`config.mk`:
```
export PLATFORM = sky130hd
export DESIGN_NAME = key_scan_ctrl_flat
export DESIGN_NICKNAME = d
export VERILOG_FILES = /design/src/rtl/key_scan_ctrl_pkg.sv /design/src/rtl/key_scan_ctrl_if.sv /design/src/rtl/key_scan_ctrl_enc.sv /design/src/rtl/key_scan_ctrl.sv /design/src/flat_wrapper.sv
export SDC_FILE = /design/constraint.sdc
export NUM_CORES = 1
export LEC_CHECK = 0
export ABC_CLOCK_PERIOD_IN_PS = 2650
export CAP_MARGIN = 20
export CORE_MARGIN = 2
export CORE_UTILIZATION = 54
export CTS_BUF_LIST = sky130_fd_sc_hd__clkbuf_4
export DETAILED_ROUTE_END_ITERATION = 10
export PLACE_DENSITY = 0.78
export SKIP_LAST_GASP = 1
export SYNTH_ARGS = -nofsm -noshare
export SYNTH_HDL_FRONTEND = slang
export SYNTH_SLANG_ARGS = --single-unit
```
`constraint.sdc`:
```
create_clock -name clk -period 2.65 [get_ports clk]
set_input_delay 0.265 -clock clk [delete_from_list [all_inputs] [get_ports clk]]
set_output_delay 0.265 -clock clk [all_outputs]
set_load 0.02 [all_outputs]
```
`src/rtl/key_scan_ctrl_pkg.sv`:
```
// key_pkg: types and default parameters shared by the key scan controller.
//   key_code_t  - 4-bit BCD key code (0..9)
//   key_state_t - scan FSM states
//   DEB_CYCLES_DEF / FIFO_DEPTH_DEF - default debounce length and queue depth
package key_pkg;

    localparam int unsigned DEB_CYCLES_DEF = 4;
    localparam int unsigned FIFO_DEPTH_DEF = 4;

    typedef logic [3:0] key_code_t;

    typedef enum logic [1:0] {
        ST_IDLE        = 2'd0,
        ST_DEBOUNCE    = 2'd1,
        ST_PRESSED     = 2'd2,
        ST_RELEASE_DEB = 2'd3
    } key_state_t;

endpackage

```
`src/rtl/key_scan_ctrl_if.sv`:
```
// key_scan_ctrl_if: key-event stream from the scan controller to its consumer.
//   key_code  - code of the head event (0 when the queue is empty)
//   key_valid - queue holds at least one event
//   key_ready - consumer takes the head event when key_valid is high
// master: event producer (key_scan_ctrl); slave: consumer.
interface key_scan_ctrl_if;
    import key_pkg::*;

    key_code_t key_code;
    logic      key_valid;
    logic      key_ready;

    modport master (
        output key_code,
        output key_valid,
        input  key_ready
    );

    modport slave (
        input  key_code,
        input  key_valid,
        output key_ready
    );

endinterface

```
`src/rtl/key_scan_ctrl_enc.sv`:
```
// key_encoder: combinational 10-to-4 priority encoder for active-low lines.
//   S_n - active-low key lines, S_n[9] has highest priority
//   L   - code of the highest-index low line, 0 when none is low
//   GS  - high when any line is low
module key_encoder
    import key_pkg::*;
(
    input  logic [9:0] S_n,
    output key_code_t  L,
    output logic       GS
);

    // Ascending scan: a later (higher) low line overrides earlier ones.
    always_comb begin
        L  = '0;
        GS = 1'b0;
        for (int unsigned i = 0; i < 10; i++) begin
            if (!S_n[i]) begin
                L  = key_code_t'(i);
                GS = 1'b1;
            end
        end
    end

endmodule

```
`src/rtl/key_scan_ctrl.sv`:
```
// key_scan_ctrl: debounced 10-key keypad scanner with an event queue.
//   clk, rst_n - clock and asynchronous active-low reset
//   S_n        - raw active-low key lines (asynchronous, bouncing)
//   kif        - key event stream (key_code / key_valid / key_ready)
//   busy       - FSM is not idle
//   overflow   - sticky: an accepted press was lost because the queue was full
module key_scan_ctrl
    import key_pkg::*;
#(
    parameter int unsigned DEB_CYCLES = DEB_CYCLES_DEF,
    parameter int unsigned FIFO_DEPTH = FIFO_DEPTH_DEF
) (
    input  logic            clk,
    input  logic            rst_n,
    input  logic [9:0]      S_n,
    key_scan_ctrl_if.master kif,
    output logic            busy,
    output logic            overflow
);

    localparam int unsigned PW = $clog2(FIFO_DEPTH);
    localparam int unsigned CW = PW + 1;
    localparam logic [7:0]  DEB_LAST = 8'(DEB_CYCLES - 1);
    localparam logic [CW-1:0] FULL_CNT = CW'(FIFO_DEPTH);

    logic [9:0]    sync1_q, sync2_q;
    key_code_t     enc_code;
    logic          enc_gs;

    key_state_t    state_q, state_d;
    logic [7:0]    cnt_q, cnt_d;
    key_code_t     cand_q, cand_d;
    logic          push;

    key_code_t     mem_q [FIFO_DEPTH];
    logic [PW-1:0] wr_ptr_q, rd_ptr_q;
    logic [CW-1:0] count_q, count_d;
    logic          ovf_q;
    logic          not_empty, full, pop, wr_en;

    // Two-flop synchronizer; idle (released) level is all ones.
    always_ff @(posedge clk or negedge rst_n) begin
        if (!rst_n) begin
            sync1_q <= '1;
            sync2_q <= '1;
        end else begin
            sync1_q <= S_n;
            sync2_q <= sync1_q;
        end
    end

    key_encoder u_enc (
        .S_n (sync2_q),
        .L   (enc_code),
        .GS  (enc_gs)
    );

    // Debounce FSM: the entry cycle into DEBOUNCE / RELEASE_DEB is not counted,
    // so acceptance needs DEB_CYCLES further qualifying cycles.
    always_comb begin
        state_d = state_q;
        cnt_d   = cnt_q;
        cand_d  = cand_q;
        push    = 1'b0;
        case (state_q)
            ST_IDLE: begin
                if (enc_gs) begin
                    state_d = ST_DEBOUNCE;
                    cand_d  = enc_code;
                    cnt_d   = '0;
                end
            end
            ST_DEBOUNCE: begin
                if (enc_gs && (enc_code == cand_q)) begin
                    if (cnt_q == DEB_LAST) begin
                        state_d = ST_PRESSED;
                        cnt_d   = '0;
                        push    = 1'b1;
                    end else begin
                        cnt_d = cnt_q + 8'd1;
                    end
                end else begin
                    state_d = ST_IDLE;
                    cnt_d   = '0;
                end
            end
            ST_PRESSED: begin
                if (!enc_gs) begin
                    state_d = ST_RELEASE_DEB;
                    cnt_d   = '0;
                end
            end
            ST_RELEASE_DEB: begin
                if (enc_gs) begin
                    state_d = ST_PRESSED;
                    cnt_d   = '0;
                end else if (cnt_q == DEB_LAST) begin
                    state_d = ST_IDLE;
                    cnt_d   = '0;
                end else begin
                    cnt_d = cnt_q + 8'd1;
                end
            end
            default: begin
                state_d = ST_IDLE;
                cnt_d   = '0;
            end
        endcase
    end

    always_ff @(posedge clk or negedge rst_n) begin
        if (!rst_n) begin
            state_q <= ST_IDLE;
            cnt_q   <= '0;
            cand_q  <= '0;
        end else begin
            state_q <= state_d;
            cnt_q   <= cnt_d;
            cand_q  <= cand_d;
        end
    end

    // Event queue. A pop frees a slot on the same edge, so a push into a full
    // queue still succeeds when the head is consumed at the same time.
    assign not_empty = (count_q != '0);
    assign full      = (count_q == FULL_CNT);
    assign pop       = not_empty && kif.key_ready;
    assign wr_en     = push && (!full || pop);

    always_comb begin
        count_d = count_q;
        case ({wr_en, pop})
            2'b10:   count_d = count_q + CW'(1);
            2'b01:   count_d = count_q - CW'(1);
            default: count_d = count_q;
        endcase
    end

    always_ff @(posedge clk or negedge rst_n) begin
        if (!rst_n) begin
            wr_ptr_q <= '0;
            rd_ptr_q <= '0;
            count_q  <= '0;
            ovf_q    <= 1'b0;
        end else begin
            count_q <= count_d;
            if (wr_en) begin
                wr_ptr_q <= wr_ptr_q + PW'(1);
            end
            if (pop) begin
                rd_ptr_q <= rd_ptr_q + PW'(1);
            end
            if (push && full && !pop) begin
                ovf_q <= 1'b1;
            end
        end
    end

    // Storage needs no reset: entries are only visible behind count_q.
    always_ff @(posedge clk) begin
        if (wr_en) begin
            mem_q[wr_ptr_q] <= cand_q;
        end
    end

    assign kif.key_valid = not_empty;
    assign kif.key_code  = not_empty ? mem_q[rd_ptr_q] : '0;
    assign busy          = (state_q != ST_IDLE);
    assign overflow      = ovf_q;

endmodule
```
`src/flat_wrapper.sv`:
```
// flat-port wrapper written by rule: the top's interface ports become plain ports
module key_scan_ctrl_flat import key_pkg::*;
#(
    parameter int unsigned DEB_CYCLES = DEB_CYCLES_DEF,
    parameter int unsigned FIFO_DEPTH = FIFO_DEPTH_DEF
)
  (clk, rst_n, S_n, busy, overflow, kif_key_code, kif_key_valid, kif_key_ready);
  key_scan_ctrl_if kif_i ();
  input  logic clk;
  input  logic rst_n;
  input  logic [9:0] S_n;
  output logic busy;
  output logic overflow;
  output wire logic [$bits(kif_i.key_code)-1:0] kif_key_code;
  output wire logic [$bits(kif_i.key_valid)-1:0] kif_key_valid;
  input wire logic [$bits(kif_i.key_ready)-1:0] kif_key_ready;
  assign kif_key_code = kif_i.key_code;
  assign kif_key_valid = kif_i.key_valid;
  assign kif_i.key_ready = kif_key_ready;
  key_scan_ctrl #(.DEB_CYCLES(DEB_CYCLES), .FIFO_DEPTH(FIFO_DEPTH)) u_core (.clk(clk), .rst_n(rst_n), .S_n(S_n), .kif(kif_i), .busy(busy), .overflow(overflow));
endmodule
```
### Yosys cells after proc, flatten, opt, wreduce, memory -nomap -nowiden

Memory sizes are Yosys's and may differ from the RTL's.
Cells that the tools add are included.

| word-level totals | value |
|---|---|
| bits in registers | 42 |
| bits in writable memories | 16 |
| input bits | 13 |
| output and inout port bits | 7 |
| word-level logic and storage cells | 81 |
| memories kept | 1 |

Memory list:

| name | words | bits a word | read ports | clocked after memory_dff | write ports | RTL line | text |
|---|---|---|---|---|---|---|---|
| u_core.mem_q | 4 | 4 | 1 | 0 | 1 | key_scan_ctrl.sv:35 | `key_code_t mem_q [FIFO_DEPTH];` |

| cells by class | value |
|---|---|
| add/subtract/negate cells | 5 |
| equal/unequal tests | 12 |
| multiplexer cells | 39 |
| reductions and logical operators | 15 |

Operators with widths:

| cell | number |
|---|---|
| 2-to-1 mux 8 bit | 5 |
| 2-to-1 mux 4 bit | 9 |
| one-hot mux 8 bit (4 select lines) | 1 |
| 2-to-1 mux 1 bit | 16 |
| 2-to-1 mux 2 bit | 6 |
| adder 8 x 1 -> 8 bit, second input constant | 1 |
| equality test 8 x 2 -> 1 bit, second input constant | 1 |
| one-hot mux 2 bit (4 select lines) | 1 |
| equality test 2 bit, second input constant | 3 |
| one-hot mux 3 bit (2 select lines) | 1 |
| logical AND 1 bit | 5 |
| adder 2 x 1 -> 2 bit, second input constant | 2 |
| equality test 2 x 1 -> 1 bit, second input constant | 2 |
| equality test 4 bit | 1 |
| AND reduction 2 bit | 2 |
| AND reduction 4 bit | 1 |
| nonzero test 2 bit | 2 |
| adder 3 x 1 -> 3 bit, second input constant | 1 |
| equality test 3 bit, second input constant | 1 |
| != test 3 x 1 -> 1 bit, second input constant | 1 |
| != test 3 bit, second input constant | 1 |
| nonzero test 3 bit | 1 |
| subtractor 3 x 1 -> 3 bit, second input constant | 1 |
| zero test 1 bit | 2 |
| other kinds (4) | 4 |

### Logic depth before layout (Yosys ltp)

| logic depth | value |
|---|---|
| depth after elaboration | 16 |
| depth in mapped cells | 12 |
| depth with buffers taken out | 12 |

### By module

Synthesis repeated with hierarchy kept, for this count alone.

| second synthesis, totals | value |
|---|---|
| cell total of the unflattened synthesis | 190 |
| area, all modules | 2,543.7 µm² |

By module, submodules not included:

| module | times used | cells an instance | area each (µm²) |
|---|---|---|---|
| key_scan_ctrl | 1 | 176 | 2,468.6 |
| key_encoder | 1 | 14 | 75.1 |

### Worst setup path after synthesis

No wires, ideal clock.

| timing | value |
|---|---|
| path kind | flip-flop to flip-flop |
| start | register u_core.sync2_q[3] |
| end | register u_core.count_q[2] |
| library setup time | 0.125 ns |
| arrival | 2.427 ns |
| data required time | 2.525 ns |
| path slack | 0.098 ns |
| cell stages (with the launch flop) | 13 |
| buffers on the path | 0 |
| cell sequence | dfstp_2 > nand2_1 > a31oi_1 > mux2i_1 > nand4_4 > nor3b_4 > inv_1 > ha_1 > inv_1 > fa_1 > xor2_1 > nor2_1 > xor2_1 |

| between the ends | value |
|---|---|
| cells in the longest elaborated chain, start to end | 14 |
| elaborated cells between the ends (all ways) | 23 |

Ends and longest elaborated chain:

| what | RTL line | text |
|---|---|---|
| start: declaration | key_scan_ctrl.sv:26 | `logic [9:0] sync1_q, sync2_q;` |
| start signal: assignment | key_scan_ctrl.sv:48 | `sync2_q <= sync1_q;` |
| 2-to-1 mux 4 bit (7 in series) | key_scan_ctrl_enc.sv:18 | `if (!S_n[i]) begin` |
| equality test 4 bit | key_scan_ctrl.sv:74 | `if (enc_gs && (enc_code == cand_q)) begin` |
| logical AND 1 bit * | key_scan_ctrl.sv:74 |  |
| 2-to-1 mux 1 bit * | key_scan_ctrl.sv:74 |  |
| 2-to-1 mux 1 bit * | key_scan_ctrl.sv:65 | `case (state_q)` |
| logical AND 1 bit * | key_scan_ctrl.sv:128 | `assign wr_en = push && (!full \|\| pop);` |
| equality test 2 x 1 -> 1 bit / equality test 2 bit (equally long branches) | key_scan_ctrl.sv:132 | `case ({wr_en, pop})` |
| one-hot mux 3 bit (2 select lines) / nonzero test 2 bit (equally long branches) | - |  |
| end signal: assignment | key_scan_ctrl.sv:146 | `count_q <= count_d;` |
| end: declaration | key_scan_ctrl.sv:37 | `logic [CW-1:0] count_q, count_d;` |

Every way passes the cells marked *; elsewhere a longest branch is shown, timed or not.
A chain may end at the register's enable or synchronous reset.

### Final worst setup path

| timing | value |
|---|---|
| start | register u_core.sync2_q[8] |
| end | register u_core.count_q[2] |

| between the ends | value |
|---|---|
| cells in the longest elaborated chain, start to end | 9 |
| elaborated cells between the ends (all ways) | 13 |

Ends and longest elaborated chain:

| what | RTL line |
|---|---|
| 2-to-1 mux 4 bit (2 in series) | key_scan_ctrl_enc.sv:18 |
| equality test 4 bit | key_scan_ctrl.sv:74 |
| logical AND 1 bit * | key_scan_ctrl.sv:74 |
| 2-to-1 mux 1 bit * | key_scan_ctrl.sv:74 |
| 2-to-1 mux 1 bit * | key_scan_ctrl.sv:65 |
| logical AND 1 bit * | key_scan_ctrl.sv:128 |
| equality test 2 x 1 -> 1 bit / equality test 2 bit (equally long branches) | key_scan_ctrl.sv:132 |
| one-hot mux 3 bit (2 select lines) / nonzero test 2 bit (equally long branches) | - |

Marks and branches as above.

==> metrics.txt <==
outcome=finished, final reports clean; ys flop type=dfrtp_1; clock root buffer=clkbuf_4; Tightest Pin Transition=between 0.9 and 1 ns; Pre-Repair DR Iteration Count=4; area of the multi-input gates=between 900 and 1000 um^2; final setup violation count=0; initial antenna violation count=0; Worst-Skew Late Latency=approximately 0.4 ns; required time of the critical path=a little under 3 ns; Die H=about 73 um; Hold/Removal Path Class=input port to asynchronous set/reset pin; PD cells=867 nW/um^2; leading area contributor after synthesis=dfrtp_1; nets=243; Die ar.=approximately 5300 um^2; asr flop ratio synth=0.724; Yosys cell types=between 50 and 60; vias per std cell=~5.4; peak fanout along the critical path=6; first-pass GRT wire length=roughly 6.8 mm; Post-synth EDFFs=16; Antenna diodes=0; DRT Wirelength=around 4.1 mm; htree depth=3; dpl cells=about 260; Crit Path Category=flip-flop to flip-flop; top cells by count, synth=dfrtp_1 (22), dfstp_2 (20), edfxtp_1 (16), nand2_1 (16); fill count=around 360; CORE AREA=roughly 4600 um^2; Sequential Area=approximately 1600 um^2; Slew Limit Fails=0; DR iter-0 viols=just under 80; register area share after synthesis=0.609; Placement Setup Slack=between 0.09 and 0.1 ns; dpl hpwl=around 2.9 mm; setup ws final=about 0.13 ns; via count=1520; initial core utilization=0.552; share of cells above drive strength 1=0.313; DR WL/cell=14.7 um; gr ovfl total=0; number of CTS-inserted buffers=9; antenna-violating nets left=0; Ports=20; Hold Vio Cnt, Final=0; Mapped Cells=189; port buffer count=19; post-route non-filler standard cell count=281; Syn. warnings=0; DRC=0; All-Layer GR Usage=0.177; Core Rows=25; final setup TNS=0 ns; ranking of synthesized cells by area=dfrtp_1 (22%), dfstp_2 (21%), edfxtp_1 (19%); syn_nets=~210; LEAKAGE=around 1.2 nW; Tcrit/Tclk final=0.953; CTS tree=yes; Die X=about 73 um; minimum clock period=2.52 ns; Max Cap Viol=0; GP Congestion=a little under 0.8; Critical Path Start Type=flip-flop; vias in the first global route=about 1500; Mapped Area=2560 um^2; Mapped Avg Cell Area=roughly 14 um^2; RSZ-0062 raised after global routing=false; worst ir drop on vdd=about 0.4 mV; largest net degree at the start of global routing=43; Worst-path clk slew=~0.090 ns; top cell type's share of synthesized area=0.215; max frequency=around 400 MHz; Final Skew=0.0115 ns; Yosys reg bits=58; clk buf depth=2; max_slew headroom=0.396; Clock Sinks=58; most frequent cell after synthesis=dfrtp_1; Layout area overhead=18.5%; WP data arrival=about 2.8 ns; CP endpoint kind=flip-flop
-- metal layers --
metal | wire length, um | GRT usage | share of wire
met1 | 1770 | 0.211 | 0.43
met3 | 145 | 0.0456 | 0.035
met2 | 2090 | 0.285 | 0.51
met4 | 131 | 0.115 | 0.032
met5 | 0 | 0 | 0
-- power by group --
group	switching, mW	internal, mW
clock network	0.291	0.395
registers	0.159	1.06
logic	0.325	0.397
-- worst max-delay path, cell delays in order, from the launching register on --
cell and delay (ns):
dfstp_2 0.61, nand2_4 0.09, mux2_4 0.32, o22ai_4 0.19
nand4_4 0.16, nor3b_4 0.21, inv_1 0.06, ha_2 0.19
inv_1 0.07, fa_1 0.17, xor2_1 0.15, nor2_1 0.07
xor2_1 0.14
-- path summary, 6_finish.rpt --
check	from	to	slack (ns)	depth (start not counted)
max in group asynchronous	rst_n	u_core.cnt_q[4]	2.08	1
worst max register to register	u_core.sync2_q[8]	u_core.count_q[2]	0.13	12
min in group clk	S_n[5]	u_core.sync1_q[5]	0.28	1
worst min register to register	u_core.sync1_q[4]	u_core.sync2_q[4]	0.36	0
worst max-delay path	u_core.sync2_q[8]	u_core.count_q[2]	0.13	12
worst min-delay path	rst_n	u_core.cand_q[1]	0.004	1
-- sequential cells by signal, indices dropped and copies added, names as in the netlist --
name and cells:
u_core.sync2_q 10, u_core.state_q 2, u_core.sync1_q 10, u_core.wr_ptr_q 2
u_core.cnt_q 8, u_core.overflow 1, u_core.count_q 3, u_core.mem_q 16
u_core.rd_ptr_q 2, u_core.cand_q 4
-- through the flow --
step	hold slack, ns	area (um^2)	power, mW	util
floorplan	-0.0306	2560	1.69	-
global placement	0.346	2830	1.90	0.612
detailed placement	0.347	2830	1.93	0.612
CTS	0.00875	2980	2.63	0.644
global route	0.0663	3030	2.77	0.655
finish	0.00399	3030	2.63	0.655
-- cells in the final DEF (no fill, tap or decap), types with 4 or more instances in the layout --
cell	Yosys	routed
clkdlybuf4s50_1	0	18
inv_1	9	9
or2_2	4	4
nand2b_1	9	9
nand3_1	6	6
edfxtp_1	16	16
nand2_1	16	16
and2_2	6	6
buf_4	0	6
ha_1	6	5
mux4_2	4	4
and2_1	5	5
dfstp_2	20	20
o21ai_0	4	4
o221ai_1	4	4
xnor2_1	4	4
dfrtp_1	22	22
clkbuf_4	0	11
-- cell type report --
| cell class | count | area share |
|---|---|---|
| inverters | 9 | 0.0111 |
| flip-flops and latches | 58 | 0.513 |
| well taps | 54 | 0.0223 |
| clock buffers | 11 | 0.0272 |
| multi-input cells | 120 | 0.327 |
| clock inverters | 4 | 0.0227 |
| repair buffers | 25 | 0.0759 |
-- logic make-up (layout without fill, tap and decap cells) --
logic type,after synthesis,after routing,synth area share
xor+xnor,7,7,0.0240
simple gates,70,70,0.169
flops,58,58,0.609
mux,9,9,0.0592
fa+ha+maj,7,7,0.0372
buf+inv,11,49,0.0166
compound gates,27,27,0.0856
-- what timing repair did --
item | CTS | global route
buffers inserted | 0 | 2
endpoints found under the hold margin | 0 | 0
resized for setup | 0 | 6
hold buffers | 0 | 0
endpoints found under the setup margin | 0 | 2
Note: power is estimated with default switching activity, not from simulation.
